`src/rtl/harmonic_mixer.sv`:
```
// Harmonic mixer: sums one sine sample per harmonic each frame and emits a saturated mix.
// Optional per-harmonic rolloff scaling is enabled by defining HARMONIC_ROLLOFF_EN.
module harmonic_mixer #(
  parameter int ACC_WIDTH = 24,
  parameter int OUT_SHIFT = 4
) (
  input  logic        i_Clock,
  input  logic        i_Reset,
  input  logic        i_Sample_Tick,
  input  logic [7:0]  i_Harmonic_Count,
  output logic [7:0]  o_Harmonic,
  input  logic        i_Sample_Ready,
  input  logic [15:0] i_Sample_Value,
  output logic        o_Next_Sample,
  input  logic        i_Freq_Too_High,
  output logic [15:0] o_Mix,
  output logic        o_Mix_Valid,
  output logic        o_Busy,
  output logic        o_Overrun
);

  // state      | meaning
  // IDLE       | waiting for a sample tick
  // WAIT_READY | o_Harmonic presented, waiting for the generator
  // SETTLE     | one cycle of LUT output latency
  // CAPTURE    | accumulate sample, advance index, pulse o_Next_Sample
  // RELEASE    | wait for ready to drop before the next harmonic
  // OUTPUT     | shift, saturate and publish the mix
  typedef enum logic [2:0] {
    IDLE, WAIT_READY, SETTLE, CAPTURE, RELEASE, OUTPUT
  } state_t;

  localparam logic signed [ACC_WIDTH-1:0] MIX_MAX = ACC_WIDTH'(32'sd32767);
  localparam logic signed [ACC_WIDTH-1:0] MIX_MIN = ACC_WIDTH'(-32'sd32768);

  state_t                      state;
  logic signed [ACC_WIDTH-1:0] acc;
  logic [7:0]                  count_q;
  logic                        last_q;

  logic signed [ACC_WIDTH-1:0] sample_ext;
  logic signed [ACC_WIDTH-1:0] sample_scaled;
  logic signed [ACC_WIDTH-1:0] acc_shifted;
  logic                        is_last;
  logic [15:0]                 mix_sat;

`ifdef HARMONIC_ROLLOFF_EN
  function automatic logic [3:0] rolloff_shift(input logic [7:0] idx);
    logic [8:0] v;
    logic [3:0] r;
    v = {1'b0, idx} + 9'd1;
    r = '0;
    for (int i = 0; i < 9; i++)
      if (v[i]) r = 4'(i);
    return r;
  endfunction
`endif

  always_comb begin
    sample_ext = ACC_WIDTH'($signed(i_Sample_Value));
`ifdef HARMONIC_ROLLOFF_EN
    sample_scaled = sample_ext >>> rolloff_shift(o_Harmonic);
`else
    sample_scaled = sample_ext;
`endif
    is_last     = (o_Harmonic == count_q - 8'd1) || i_Freq_Too_High;
    acc_shifted = acc >>> OUT_SHIFT;
    if (acc_shifted > MIX_MAX)
      mix_sat = 16'h7FFF;
    else if (acc_shifted < MIX_MIN)
      mix_sat = 16'h8000;
    else
      mix_sat = acc_shifted[15:0];
  end

  always_ff @(posedge i_Clock) begin
    if (i_Reset) begin
      state         <= IDLE;
      acc           <= '0;
      count_q       <= 8'd1;
      last_q        <= 1'b0;
      o_Harmonic    <= '0;
      o_Next_Sample <= 1'b0;
      o_Mix         <= '0;
      o_Mix_Valid   <= 1'b0;
      o_Busy        <= 1'b0;
      o_Overrun     <= 1'b0;
    end else begin
      o_Next_Sample <= 1'b0;
      o_Mix_Valid   <= 1'b0;
      // A tick during a frame is dropped; the frame keeps running.
      if (i_Sample_Tick && state != IDLE)
        o_Overrun <= 1'b1;

      case (state)
        IDLE: begin
          if (i_Sample_Tick) begin
            acc        <= '0;
            count_q    <= (i_Harmonic_Count == 8'd0) ? 8'd1 : i_Harmonic_Count;
            o_Harmonic <= '0;
            o_Busy     <= 1'b1;
            state      <= WAIT_READY;
          end
        end
        WAIT_READY: begin
          if (i_Sample_Ready)
            state <= SETTLE;
        end
        SETTLE: state <= CAPTURE;
        CAPTURE: begin
          if (!i_Freq_Too_High)
            acc <= acc + sample_scaled;
          o_Next_Sample <= 1'b1;
          last_q        <= is_last;
          o_Harmonic    <= is_last ? 8'd0 : o_Harmonic + 8'd1;
          state         <= RELEASE;
        end
        RELEASE: begin
          if (!i_Sample_Ready)
            state <= last_q ? OUTPUT : WAIT_READY;
        end
        OUTPUT: begin
          o_Mix       <= mix_sat;
          o_Mix_Valid <= 1'b1;
          o_Busy      <= 1'b0;
          state       <= IDLE;
        end
        default: begin
          o_Busy <= 1'b0;
          state  <= IDLE;
        end
      endcase
    end
  end

endmodule

```
`config.mk`:
```
export PLATFORM = sky130hd
export DESIGN_NAME = harmonic_mixer
export DESIGN_NICKNAME = d
export VERILOG_FILES = /design/src/rtl/harmonic_mixer.sv
export SDC_FILE = /design/constraint.sdc
export NUM_CORES = 1
export LEC_CHECK = 0
export BUFFER_PORTS_ARGS = -buffer_cell sky130_fd_sc_hd__buf_4
export CELL_PAD_IN_SITES_DETAIL_PLACEMENT = 1
export CELL_PAD_IN_SITES_GLOBAL_PLACEMENT = 1
export CORE_UTILIZATION = 25
export CTS_CLUSTER_SIZE = 40
export DETAILED_ROUTE_END_ITERATION = 6
export PLACE_DENSITY = 0.6
export SYNTH_ARGS = -nofsm -noshare
export SYNTH_HDL_FRONTEND = slang
export SYNTH_SLANG_ARGS = --single-unit
```
`constraint.sdc`:
```
create_clock -name i_Clock -period 2.87 [get_ports i_Clock]
set_input_delay 0.287 -clock i_Clock [delete_from_list [all_inputs] [get_ports i_Clock]]
set_output_delay 0.287 -clock i_Clock [all_outputs]
set_load 0.01 [all_outputs]
```
==> out/summary.txt <==
CTS sink cnt: 64
Peak VDD IR: 0.000272 V
DR vias/cell: 5.07
Tot GR Track Use: 0.156
DRT antenna net count: 0
Crit path largest cell delay: 510 ps
Instance count of the mapped netlist: 496
Relative max-transition margin: 0.453
Most used DFF post-synth: dfxtp_1
F_max: 385 MHz
HPWL after DPL: 9000 µm
Final setup fails: 0
Worst-path clk slew: 50 ps
Clock Latency Late Sink: 330 ps
Clk buf depth: 2
Critical path's slowest cell: a2111oi_2
Most frequent cells in the layout: nand2_1 (77), buf_4 (65), dfxtp_1 (64)
I/O pin cnt: 57
# fillers: 1868
# diodes: 0
Die Span Y: 127 µm
I/O Buffers: 56
Final period util: 0.906
Utilization after layout: 0.316
Synth top area share: 0.328
Die X: 127 µm
Via count: 3750
Max FO, Critical Path: 9
Vias in the first global route: 3855
Sequential area share after synthesis: 0.328
Leakage: 2.01 nW
Slew Viols, Final: 0
Synth async-reset ratio: 0
Final TNS setup: 0 ps
Cell area after layout: 4810 µm²
Nets: 601
Starting DRT DRC Count: 203
Core area: 15200 µm²
Yosys warns: 0
Die ar.: 16100 µm²
DP Area: 4500 µm²
Root Buffer: clkbuf_16
Area leader, netlist: dfxtp_1
Worst slew pin tran: 819 ps
Worst hold-check path type: input pin to flop
TritonCTS clock tree: done
Most frequent CP cell: a2111oi_2
Max-Cap Viols: 0
Commonest non-fill, non-tap cell in the layout: nand2_1
RD Place Congestion: 0.823
Post-DR wirelength/cell: 16.2 µm
Area contributors post-synth: dfxtp_1 (33%), a21oi_1 (8.1%), ha_1 (8.0%)
Largest net degree at the start of global routing: 49
H-tree depth: 3
Initial antenna violation count: 0
Netlist cell types: 57
Area of the multi-input gates: 2460 µm²
RSZ-0062 raised after global routing: no
Syn-to-layout area delta: 23.1%
Worst Setup Start Kind: flop
Synthesis-stage register bit count: 64
Crit. End Element: flop
First-pass GRT wire length: 19900 µm
Worst path cell trace: inv_1 -> ha_1 -> o21bai_1 -> a211oi_1 -> a2111oi_2 -> a2111oi_2 -> nand2b_2 -> o21ai_2 -> a21o_1
Sequential cell area: 1280 µm²
Syn Nets: 551
WL final: 12000 µm
Worst Clk Skew: 3.94 ps
PwrDens: 487 nW/µm²
Share of layout cells above drive strength 1: 0.167
EDFF count, synth: 0
First-pass iteration count of the detailed router: 4
Critical path type: flop to flop
Period minus WS final: 2600 ps
Outcome: completed
Worst Path Required: 3100 ps
Global route total overflow: 0
Syn Area/Cell: 7.88 µm²
Post CTS Setup Buffer Count: 0
TritonCTS Buffers: 9
Arr. time, crit path: 2830 ps
Fin. Hold Viols: 0
Post-route DRC: 0
Initial Util: 0.257
Placement Rows: 45
Post-Syn Area: 3910 µm²
==> synth_stat cells (all sizes together) (6+ instances only) <==
cell type / n
xnor2: 19
o21ai: 44
inv: 11
nor2b: 6
nand3: 18
buf: 11
xor2: 11
dfxtp: 64
nand2: 77
nor2: 25
ha: 25
clkbuf: 15
nor3: 10
and3: 9
nand4: 7
a21oi: 63
o211ai: 6
a21o: 11
==> final timing paths <==
check	from	to	slack, ps	depth (start not counted)
setup / recovery	count_q[0]	o_Harmonic[5]	270	9
hold / removal	i_Harmonic_Count[4]	count_q[4]	210	3
setup reg to reg	count_q[0]	o_Harmonic[5]	270	9
hold reg to reg	o_Mix[6]	o_Mix[6]	460	2
==> cell type report <==
class / instances / share of cell area
well taps: 188 / 0.0489
repair buffers: 65 / 0.101
inverters: 11 / 0.00859
flip-flops and latches: 64 / 0.266
clock buffers: 13 / 0.0541
multi-input cells: 395 / 0.512
clock inverters: 3 / 0.00833
==> registers in the layout, summed over array words and instances (netlist names), 3 cells and up <==
signal and flops:
count_q 8, acc 24, o_Mix 16, o_Harmonic 8, state 3
==> critical path, delay by kind of cell, from the launching register on <==
family | cells | cell delay [ps]
AO/OA/AOI/OAI | 6 | 1340
flip-flops | 1 | 430
AND/OR/NAND/NOR | 1 | 330
adder cells (fa/ha/maj) | 1 | 310
buffers and inverters | 1 | 70
==> power breakdown <==
group / leakage [nW] / switching (mW) / total [mW] / internal, mW
Sequential: 0.518 / 0.0242 / 0.930 / 0.906
Clock: 0.150 / 0.411 / 1.13 / 0.718
Combinational: 1.34 / 0.165 / 0.283 / 0.119
Total: 2.01 / 0.600 / 2.34 / 1.74
==> cells by family after synthesis <==
family,share of synthesized area
AOI/OAI and AO/OA,0.260
adders and majority gates,0.0852
muxes,0.00256
buffers and inverters,0.0445
and+or+nand+nor,0.213
DFF,0.328
xor gates and xnor gates,0.0672
==> routing by layer <==
layer  track usage  wire (µm)  vias to the layer above
met4        0.0525        178                        0
met5             0          0                        -
met2         0.263       5730                       52
met3        0.0281        291                       12
li1              -          -                     1888
met1         0.201       5790                     1798
==> metrics by stage <==
step / hold WS [ps] / setup slack (ps) / std cells / power [mW]
after global placement: 444 / 244 / 723 / 1.22
after floorplan: 423 / 630 / 496 / 1.14
after detailed placement: 450 / 146 / 723 / 1.23
after CTS: 203 / 157 / 739 / 2.38
final: 214 / 270 / 739 / 2.34
after global routing: 212 / 33.8 / 739 / 2.45
==> what timing repair did <==
action | 4_1_cts | 5_1_grt
hold buffers | 0 | 0
resized for setup | 0 | 2
endpoints found under the setup margin | 0 | 5
No activity file was read; power rests on OpenSTA's default activity.
